`config.mk`:
```
export PLATFORM = sky130hd
export DESIGN_NAME = ervp_cache_backend_arb
export DESIGN_NICKNAME = d
export VERILOG_FILES = /design/src/rtl/ervp_cache_backend_arb_pkg.sv /design/src/rtl/ervp_cache_backend_arb_order_fifo.sv /design/src/rtl/ervp_cache_backend_arb.sv
export SDC_FILE = /design/constraint.sdc
export NUM_CORES = 1
export LEC_CHECK = 0
export ABC_CLOCK_PERIOD_IN_PS = 3400
export CORE_AREA = 5 5 120 122
export DETAILED_ROUTE_END_ITERATION = 12
export DIE_AREA = 0 0 125 127
export HOLD_SLACK_MARGIN = 0.06
export SLEW_MARGIN = 20
export SYNTH_ARGS = -nofsm -noshare
export SYNTH_HDL_FRONTEND = slang
export SYNTH_SLANG_ARGS = --single-unit
```
`constraint.sdc`:
```
create_clock -name clk -period 3.4 [get_ports clk]
set_input_delay 0.68 -clock clk [delete_from_list [all_inputs] [get_ports clk]]
set_output_delay 0.68 -clock clk [all_outputs]
set_load 0.02 [all_outputs]
```
`src/rtl/ervp_cache_backend_arb_pkg.sv`:
```
// Shared definitions for the cache backend arbiter: arbiter state encoding and
// width helpers for port indices and order-FIFO pointers.
package ervp_cache_backend_arb_pkg;

  typedef enum logic [0:0] {
    ARB_IDLE   = 1'b0,
    ARB_LOCKED = 1'b1
  } arb_state_e;

  // ceil(log2(n)), never below 1 so a 2-entry space still gets a 1-bit index
  function automatic int log2ru_min1(input int n);
    return (n <= 2) ? 1 : $clog2(n);
  endfunction

  function automatic int fifo_ptr_w(input int depth);
    return log2ru_min1(depth);
  endfunction

endpackage

```
`src/rtl/ervp_cache_backend_arb_order_fifo.sv`:
```
// Order FIFO remembering which port owns each outstanding response, oldest at head.
module ervp_cache_order_fifo
  import ervp_cache_backend_arb_pkg::*;
#(
  parameter int DEPTH = 4,
  parameter int W     = 1
) (
  input  logic         clk,
  input  logic         rst,
  input  logic         push,
  input  logic         pop,
  input  logic [W-1:0] din,
  output logic         full,
  output logic         empty,
  output logic [W-1:0] head
);

  localparam int PTR_W = fifo_ptr_w(DEPTH);
  localparam int CNT_W = PTR_W + 1;

  logic [W-1:0]     mem [DEPTH];
  logic [PTR_W-1:0] wr_ptr;
  logic [PTR_W-1:0] rd_ptr;
  logic [CNT_W-1:0] count;
  logic             push_ok;
  logic             pop_ok;

  assign push_ok = push & ~full;
  assign pop_ok  = pop & ~empty;

  always_ff @(posedge clk) begin
    if (rst) begin
      wr_ptr <= '0;
      rd_ptr <= '0;
      count  <= '0;
    end else begin
      if (push_ok) wr_ptr <= wr_ptr + PTR_W'(1);
      if (pop_ok)  rd_ptr <= rd_ptr + PTR_W'(1);
      case ({push_ok, pop_ok})
        2'b10:   count <= count + CNT_W'(1);
        2'b01:   count <= count - CNT_W'(1);
        default: count <= count;
      endcase
    end
  end

  // Storage carries no reset; entries are only read while count is non-zero
  always_ff @(posedge clk) begin
    if (push_ok) mem[wr_ptr] <= din;
  end

  assign full  = (count == CNT_W'(DEPTH));
  assign empty = (count == '0);
  assign head  = mem[rd_ptr];

endmodule

```
`src/rtl/ervp_cache_backend_arb.sv`:
```
// Merges NUM_INTERFACE request ports onto one memory port (round-robin, packet-locked)
// and routes memory responses back to their requesters in issue order.
module ervp_cache_backend_arb
  import ervp_cache_backend_arb_pkg::*;
#(
  parameter int NUM_INTERFACE = 2,
  parameter int BW_QDATA      = 64,
  parameter int BW_YDATA      = 32,
  parameter int ORDER_DEPTH   = 4
) (
  input  logic                              clk,
  input  logic                              rst,
  input  logic                              clear,
  input  logic                              enable,
  output logic                              busy,
  input  logic [NUM_INTERFACE-1:0]          rq_valid_list,
  input  logic [NUM_INTERFACE-1:0]          rq_last_list,
  input  logic [NUM_INTERFACE-1:0]          rq_afy_list,
  input  logic [BW_QDATA*NUM_INTERFACE-1:0] rq_data_list,
  output logic [NUM_INTERFACE-1:0]          rq_ready_list,
  output logic [NUM_INTERFACE-1:0]          ry_valid_list,
  output logic [NUM_INTERFACE-1:0]          ry_last_list,
  output logic [BW_YDATA*NUM_INTERFACE-1:0] ry_data_list,
  input  logic [NUM_INTERFACE-1:0]          ry_ready_list,
  output logic                              sq_valid,
  output logic                              sq_last,
  output logic                              sq_afy,
  output logic [BW_QDATA-1:0]               sq_data,
  input  logic                              sq_ready,
  input  logic                              sy_valid,
  input  logic                              sy_last,
  input  logic [BW_YDATA-1:0]               sy_data,
  output logic                              sy_ready,
  output logic                              orphan_error
);

  localparam int IDX_W = log2ru_min1(NUM_INTERFACE);

  arb_state_e         state_q, state_d;
  logic [IDX_W-1:0]   held_q, held_d;
  logic [IDX_W-1:0]   rr_ptr_q, rr_ptr_d;
  logic               orphan_q, orphan_d;

  logic               flush;
  logic [NUM_INTERFACE-1:0] cand;
  logic               grant_vld;
  logic [IDX_W-1:0]   grant_idx;
  logic [IDX_W-1:0]   k;
  logic               sq_hs;
  logic               sy_hs;
  logic               fifo_push;
  logic               fifo_pop;
  logic               fifo_full;
  logic               fifo_empty;
  logic [IDX_W-1:0]   fifo_head;

  assign flush = rst | clear;

  // Candidate selection: a locked packet keeps its port; otherwise round-robin
  // from the port after the last one that completed a packet.
  always_comb begin
    cand      = rq_valid_list & {NUM_INTERFACE{enable & ~fifo_full}};
    grant_vld = 1'b0;
    grant_idx = held_q;
    k         = '0;
    if (state_q == ARB_LOCKED) begin
      grant_vld = 1'b1;
    end else begin
      for (int i = 1; i <= NUM_INTERFACE; i++) begin
        k = IDX_W'((int'(rr_ptr_q) + i) % NUM_INTERFACE);
        if (!grant_vld && cand[k]) begin
          grant_vld = 1'b1;
          grant_idx = k;
        end
      end
    end
  end

  always_comb begin
    rq_ready_list = '0;
    sq_valid      = 1'b0;
    sq_last       = 1'b0;
    sq_afy        = 1'b0;
    sq_data       = '0;
    for (int i = 0; i < NUM_INTERFACE; i++) begin
      if (grant_vld && (grant_idx == IDX_W'(i))) begin
        rq_ready_list[i] = sq_ready;
        sq_valid         = rq_valid_list[i];
        sq_last          = rq_last_list[i];
        sq_afy           = rq_afy_list[i];
        sq_data          = rq_data_list[i*BW_QDATA +: BW_QDATA];
      end
    end
  end

  // Response routing; with nothing outstanding, beats are drained and flagged
  always_comb begin
    ry_valid_list = '0;
    ry_last_list  = '0;
    ry_data_list  = '0;
    sy_ready      = 1'b0;
    if (fifo_empty) begin
      sy_ready = sy_valid;
    end else begin
      for (int i = 0; i < NUM_INTERFACE; i++) begin
        if (fifo_head == IDX_W'(i)) begin
          ry_valid_list[i]                     = sy_valid;
          ry_last_list[i]                      = sy_last;
          ry_data_list[i*BW_YDATA +: BW_YDATA] = sy_data;
          sy_ready                             = ry_ready_list[i];
        end
      end
    end
  end

  assign sq_hs     = sq_valid & sq_ready;
  assign sy_hs     = sy_valid & sy_ready;
  assign fifo_push = sq_hs & (state_q == ARB_IDLE) & sq_afy;
  assign fifo_pop  = sy_hs & sy_last & ~fifo_empty;

  always_comb begin
    state_d  = state_q;
    held_d   = held_q;
    rr_ptr_d = rr_ptr_q;
    orphan_d = orphan_q | (sy_valid & fifo_empty);
    if (sq_hs) begin
      if (sq_last) begin
        state_d  = ARB_IDLE;
        rr_ptr_d = grant_idx;
      end else if (state_q == ARB_IDLE) begin
        state_d = ARB_LOCKED;
        held_d  = grant_idx;
      end
    end
  end

  // Pointer resets to the last port so port 0 is first in line
  always_ff @(posedge clk) begin
    if (flush) begin
      state_q  <= ARB_IDLE;
      held_q   <= '0;
      rr_ptr_q <= IDX_W'(NUM_INTERFACE - 1);
      orphan_q <= 1'b0;
    end else begin
      state_q  <= state_d;
      held_q   <= held_d;
      rr_ptr_q <= rr_ptr_d;
      orphan_q <= orphan_d;
    end
  end

  ervp_cache_order_fifo #(
    .DEPTH (ORDER_DEPTH),
    .W     (IDX_W)
  ) u_order_fifo (
    .clk   (clk),
    .rst   (flush),
    .push  (fifo_push),
    .pop   (fifo_pop),
    .din   (grant_idx),
    .full  (fifo_full),
    .empty (fifo_empty),
    .head  (fifo_head)
  );

  assign busy         = (state_q == ARB_LOCKED) | ~fifo_empty;
  assign orphan_error = orphan_q;

endmodule

```
Yosys cells after proc, flatten, opt, wreduce, memory -nomap -nowiden
Memory sizes are Yosys's and may differ from the RTL's. A register that Yosys moved wholly into a read port is not among the register bits.
Cells that the tools add are included.
{"block": "totals", "ff_bits": 11, "ram_bits": 4, "inputBits": 175, "out_inout_bits": 140, "elab_cells": 84, "memories": 1}
{"block": "op_classes", "addsub": 6, "magnitude_cmp": 2, "eq_ne": 3, "mux": 38, "bitwise": 19, "reduce_logical": 8}
{"memory": "u_order_fifo.mem", "words": 4, "word_bits": 1, "read_ports": 1, "rd_clocked_by_memory_dff": 1, "write_ports": 1, "line_no": "ervp_cache_backend_arb_order_fifo.sv:21", "source": "logic [W-1:0] mem [DEPTH];"}
{"op": "two-way mux 64 bit", "n": 3}
{"op": "two-way mux 32 bit", "n": 2}
{"op": "two-way mux 1 bit", "n": 28}
{"op": "bitwise AND 1 bit", "n": 10}
{"op": "two-way mux 2 bit", "n": 4}
{"op": "case mux 3 bit (2 select lines)", "n": 1}
{"op": "inverter 1 bit", "n": 5}
{"op": "adder 2 x 1 -> 2 bit (second input constant)", "n": 2}
{"op": "less-than comparator 1 x 2 -> 1 bit (second input constant)", "n": 2}
{"op": "adder 3 x 1 -> 3 bit (second input constant)", "n": 1}
{"op": "equality test 3 bit (second input constant)", "n": 1}
{"op": "logical AND 1 bit", "n": 3}
{"op": "zero test 3 bit", "n": 1}
{"op": "OR 1 bit", "n": 3}
{"op": "AND reduction 3 bit", "n": 1}
{"op": "subtractor 3 x 1 -> 3 bit (second input constant)", "n": 1}
{"op": "adder 1 bit (second input constant)", "n": 2}
{"op": "bitwise AND 2 bit", "n": 1}
{"op": "equality test 2 x 1 -> 1 bit (second input constant)", "n": 1}
{"op": "equality test 2 bit (second input constant)", "n": 1}
{"op": "AND reduction 2 bit", "n": 1}
{"op": "nonzero test 2 bit", "n": 1}
{"op": "zero test 1 bit", "n": 1}

Longest topological paths before layout
{"block": "logic_depth", "word_depth": 22, "ltp_mapped": 11, "ltp_nobuf": 10}

Modules after synthesis
A second synthesis with hierarchy kept.
{"block": "unflattened", "hier_cells": 260, "hier_area_um2": 2144.6}
{"mod": "ervp_cache_backend_arb", "instances": 1, "cells_per_inst": 201, "area_per_inst_um2": 1526.5, "seq_area_each_um2": 80.1}
{"mod": "ervp_cache_order_fifo", "instances": 1, "cells_per_inst": 59, "area_per_inst_um2": 618.1, "seq_area_each_um2": 300.3}

Worst setup path before layout
No wires, ideal clock.
{"block": "synth_path", "path_type": "input to register", "start": "input port rq_valid_list[1]", "end": "register u_order_fifo.count[2]", "setup_time_ns": 0.071, "arrival_time_ns": 2.729, "required_time_ns": 3.329, "path_slack_ns": 0.600, "path_stages": 10, "n_path_buf": 0, "cell_sequence": "a21boi_0 -> o21ai_0 -> o21ai_0 -> and2_1 -> inv_1 -> ha_1 -> fa_1 -> xnor2_1 -> or3_1 -> a21oi_1"}
{"block": "synth_via", "elab_chain_cells": 19, "elab_cells_between_ends": 29, "classes_between": "eq/ne: 2; mux: 16; bitwise: 6; reduce/logical: 5"}
{"element": "from (decl)", "line_no": "ervp_cache_backend_arb.sv:16", "source": "input logic [NUM_INTERFACE-1:0] rq_valid_list,"}
{"element": "bitwise AND 2 bit", "line_no": "ervp_cache_backend_arb.sv:62", "source": "cand = rq_valid_list & {NUM_INTERFACE{enable & ~fifo_full}};"}
{"element": "two-way mux 1 bit (implied by the code) (2 in a row)", "line_no": "ervp_cache_backend_arb.sv:71", "source": "if (!grant_vld && cand[k]) begin"}
{"element": "two-way mux 1 bit", "line_no": "ervp_cache_backend_arb.sv:71"}
{"element": "two-way mux 1 bit", "line_no": "ervp_cache_backend_arb.sv:66", "source": "if (state_q == ARB_LOCKED) begin"}
{"element": "zero test 1 bit", "line_no": "ervp_cache_backend_arb.sv:71"}
{"element": "logical AND 1 bit", "line_no": "ervp_cache_backend_arb.sv:71"}
{"element": "two-way mux 1 bit", "line_no": "ervp_cache_backend_arb.sv:71"}
{"element": "two-way mux 1 bit", "line_no": "ervp_cache_backend_arb.sv:66"}
{"element": "inverter 1 bit", "line_no": "ervp_cache_backend_arb.sv:86", "source": "if (grant_vld && (grant_idx == IDX_W'(i))) begin"}
{"element": "logical AND 1 bit", "line_no": "ervp_cache_backend_arb.sv:86"}
{"element": "two-way mux 1 bit (2 in a row)", "line_no": "ervp_cache_backend_arb.sv:86"}
{"element": "bitwise AND 1 bit", "line_no": "ervp_cache_backend_arb.sv:116", "source": "assign sq_hs = sq_valid & sq_ready;"}
{"element": "bitwise AND 1 bit", "line_no": "ervp_cache_backend_arb.sv:118", "source": "assign fifo_push = sq_hs & (state_q == ARB_IDLE) & sq_afy;"}
{"element": "bitwise AND 1 bit *", "line_no": "ervp_cache_backend_arb.sv:118"}
{"element": "bitwise AND 1 bit *", "line_no": "ervp_cache_backend_arb_order_fifo.sv:28", "source": "assign push_ok = push & ~full;"}
{"element": "equality test 2 x 1 -> 1 bit or equality test 2 bit (tied branches)", "line_no": "ervp_cache_backend_arb_order_fifo.sv:39", "source": "case ({push_ok, pop_ok})"}
{"element": "case mux 3 bit (2 select lines) or nonzero test 2 bit (tied branches)"}
{"element": "to (signal assigned)", "line_no": "ervp_cache_backend_arb_order_fifo.sv:40", "source": "2'b10: count <= count + CNT_W'(1);"}
{"element": "to (signal assigned)", "line_no": "ervp_cache_backend_arb_order_fifo.sv:41", "source": "2'b01: count <= count - CNT_W'(1);"}
{"element": "to (signal assigned)", "line_no": "ervp_cache_backend_arb_order_fifo.sv:42", "source": "default: count <= count;"}
{"element": "to (decl)", "line_no": "ervp_cache_backend_arb_order_fifo.sv:24", "source": "logic [CNT_W-1:0] count;"}
Mark *: on every way between the ends. The rest lies on a longest branch, timed or not. The select of a mux whose other input is x is not followed.
A chain may end at the register's enable or synchronous reset.

Worst setup path in the final report
{"block": "layout_path", "start": "input port rq_valid_list[1]", "end": "output port sq_last"}
{"block": "layout_via", "elab_chain_cells": 13, "elab_cells_between_ends": 19, "classes_between": "mux: 13; bitwise: 2; reduce/logical: 4"}
{"element": "bitwise AND 2 bit *", "line_no": "ervp_cache_backend_arb.sv:62"}
{"element": "two-way mux 1 bit (implied by the code) (2 in a row)", "line_no": "ervp_cache_backend_arb.sv:71"}
{"element": "two-way mux 1 bit", "line_no": "ervp_cache_backend_arb.sv:71"}
{"element": "two-way mux 1 bit", "line_no": "ervp_cache_backend_arb.sv:66"}
{"element": "zero test 1 bit", "line_no": "ervp_cache_backend_arb.sv:71"}
{"element": "logical AND 1 bit", "line_no": "ervp_cache_backend_arb.sv:71"}
{"element": "two-way mux 1 bit", "line_no": "ervp_cache_backend_arb.sv:71"}
{"element": "two-way mux 1 bit", "line_no": "ervp_cache_backend_arb.sv:66"}
{"element": "inverter 1 bit", "line_no": "ervp_cache_backend_arb.sv:86"}
{"element": "logical AND 1 bit", "line_no": "ervp_cache_backend_arb.sv:86"}
{"element": "two-way mux 1 bit", "line_no": "ervp_cache_backend_arb.sv:86"}
{"element": "two-way mux 1 bit *", "line_no": "ervp_cache_backend_arb.sv:86"}
{"element": "to (decl)", "line_no": "ervp_cache_backend_arb.sv:26", "source": "output logic sq_last,"}
Marks and branches as above.

==> results.sh <==
export IMPL_cts_buffers_inserted=3
export IMPL_syn_cell_area_um2=2070
export IMPL_placed_cells=778
export IMPL_clkSlewWorstSetupHoldPaths_ns=0.05
export IMPL_crit_path_start_kind="primary input"
export IMPL_place_area_um2=5480
export IMPL_initialDrtViolationCount=46
export IMPL_wl_per_cell_um=18.3
export IMPL_top_usage_layer="met2"
export IMPL_ant_nets=0
export IMPL_cp_cell_sequence="clkdlybuf4s50_1 > a21boi_1 > buf_4 > a32oi_1 > o21a_1 > inv_1 > clkdlybuf4s50_1"
export IMPL_synth_cell_types=40
export IMPL_peakVddDrop_v=0.000125
export IMPL_tightest_slew_ns=0.365
export IMPL_core_area_um2=13100
export IMPL_nets=788
export IMPL_ys_warnings_count=0
export IMPL_crit_required_ns=2.72
export IMPL_drt_wl_total_um=14300
export IMPL_fin_skew_ns=0.00263
export IMPL_tns_ns=0
export IMPL_cts_tree="yes"
export IMPL_hpwl_um=12900
export IMPL_die_area_um2=15900
export IMPL_synthTopCellsByArea="a22o_1 (28%), nor2_1 (14%), dfxtp_1 (13%), nand2_1 (6.9%), edfxtp_1 (5.8%)"
export IMPL_hold_start="orphan_error"
export IMPL_syn_inst=297
export IMPL_arrival_ns=2.56
export IMPL_instances_no_fill=783
export IMPL_critical_path_class="primary input to output pin"
export IMPL_setup_viol=0
export IMPL_fin_crit_ns=3.24
export IMPL_ctsHoldBuffers=0
export IMPL_drc=0
export IMPL_synthArstFlopShare_pct=0
export IMPL_root_buffer="clkbuf_16"
export IMPL_viasPerCell=4.44
export IMPL_portBuffers=314
export IMPL_globalplace_congestion=0.893
export IMPL_status="finished clean"
export IMPL_area_growth_pct=173
export IMPL_post_place_ws_ns=-0.0455
export IMPL_rsz0062_at_grt="no"
export IMPL_cts_sinks=17
export IMPL_postCtsSetupBuffers=0
export IMPL_grt_pass1_wl_um=20800
export IMPL_antenna_found_initial=2
export IMPL_relSlewSlack_pct=74.9
export IMPL_ys_ff_latch=17
export IMPL_die_h_um=127
export IMPL_cp_max_fo=4
export IMPL_drv_cap=0
export IMPL_pwr_density_cell_nw_per_um2=182
export IMPL_grt_use_met2_pct=33.0
export IMPL_initial_utilization_pct=15.8
export IMPL_clock_latency_ns=0.24
export IMPL_die_w_um=125
export IMPL_drive_gt1_share_pct=6.93
export IMPL_num_vias=3476
export IMPL_yosys_most_used_dff="dfxtp_1"
export IMPL_slew_viol_final=0
export IMPL_max_freq_ghz=0.309
export IMPL_htreeDepth=1
export IMPL_first_global_vias=3605
export IMPL_synth_area_per_cell_um2=6.96
export IMPL_grt_max_degree=39
export IMPL_grt_met1_usage_pct=14.8
export IMPL_grt_ovfl_total=0
export IMPL_grtUsageMet3_pct=7.05
export IMPL_fin_ws_ns=0.162
export IMPL_critPathSlowestCell="clkdlybuf4s50_1"
export IMPL_design_area_um2=5640
export IMPL_synth_top_area_share_pct=27.9
export IMPL_clockBufferDepth=2
export IMPL_worst_setup_path_end_kind="output pin"
export IMPL_synth_nets=478
export IMPL_yosysTopAreaCell="a22o_1"
export IMPL_min_delay_path_class="flip-flop to flip-flop"
export IMPL_p_leak_uw=0.00280
export IMPL_synth_edf_count=4
export IMPL_critPathMaxStageDelay_ns=0.61
export IMPL_rows=42
export IMPL_ioPinCount=315
export IMPL_hold_violations=0
export IMPL_cpMostUsedCell="clkdlybuf4s50_1"
export IMPL_grtUsageTotal_pct=16.5
export IMPL_critPathLaunch="rq_valid_list[1]"
export IMPL_synth_yosys_seq_area_share_pct=18.4
export IMPL_firstDrtPassIters=4
export IMPL_fin_crit_sh_pct=95.2
[worst max-delay path: cells and delay by family]
family / cells / cell delay (ns)
buffers and inverters: 4 / 1.35
AO/OA/AOI/OAI: 3 / 0.53
[kinds of logic after synthesis]
| kind of cell | after synthesis | synth area share, % |
|---|---|---|
| and+or+nand+nor | 144 | 30.4 |
| DFF | 17 | 18.4 |
| xor gates and xnor gates | 4 | 1.69 |
| adders and majority gates | 6 | 3.99 |
| AOI/OAI and AO/OA | 84 | 33.7 |
| muxes | 9 | 5.08 |
| buffers and inverters | 33 | 6.78 |
[per-stage QoR]
| stage | hold WS (ns) | util [%] | total power [uW] |
|---|---|---|---|
| floorplan | 0.463 | - | 430 |
| global placement | 0.459 | 41.9 | 828 |
| detailed placement | 0.494 | 41.9 | 832 |
| CTS | 0.507 | 42.3 | 1050 |
| global route | 0.538 | 43.1 | 1080 |
| finish | 0.502 | 43.1 | 1030 |
[synthesized netlist by cell type (2+ instances only)]
cell type   n
xnor2_1     3
nand2b_1    3
nor3_1      2
a22o_1     66
ha_1        5
a21oi_1     4
nor3b_2     2
inv_1       6
clkbuf_1   19
mux2i_1     6
and3_1      8
dfxtp_1    13
edfxtp_1    4
buf_2       7
o21ai_0     4
and2_1      4
or2_2       2
nand2_1    38
nor2_1     78
mux2_2      2
or3_1       2
[path summary, 6_finish.rpt]
path / cells past startpoint / endpoint / slack [ns]
setup / recovery: 7 / sq_last / 0.16
hold / removal: 2 / orphan_error / 0.50
setup reg to reg: 8 / u_order_fifo.count[2] / 0.41
hold reg to reg: 2 / orphan_error / 0.50
[final cells by class]
| type | count | area, um^2 |
|---|---|---|
| inverters | 6 | 22.5 |
| flip-flops and latches | 17 | 380 |
| fillers | 1313 | 7440 |
| diodes | 1 | 2.50 |
| clock buffers | 4 | 78.8 |
| well taps | 176 | 220 |
| repair buffers | 332 | 3370 |
| multi-input cells | 247 | 1560 |
[where the power goes]
part | switching [uW] | internal (uW)
combinational | 246 | 346
sequential | 2.12 | 209
clock | 67.8 | 159
[per-layer routing]
layer / part of all wire [%] / wire length [um] / vias to the layer above
met1: 32 / 4590 / 1569
met5: 0.091 / 13 / -
met4: 2.5 / 359 / 2
li1: - / - / 1685
met2: 53 / 7660 / 202
met3: 12 / 1720 / 18
[layout by cell type (no fill, tap or decap), types with 8 or more instances in the layout]
cell	instances
clkdlybuf4s50_1	250
nor2_1	78
a22o_1	66
dlymetal6s2s_1	40
nand2_1	38
buf_4	24
dlygate4sd2_1	15
dfxtp_1	13
and3_1	8
[timing repair]
| item | CTS | global route |
|---|---|---|
| endpoints found under the setup margin | 15 | 40 |
| cloned | 0 | 0 |
| pin swaps | 0 | 0 |
| resized for setup | 15 | 41 |
Note: power is estimated with default switching activity, not from simulation.
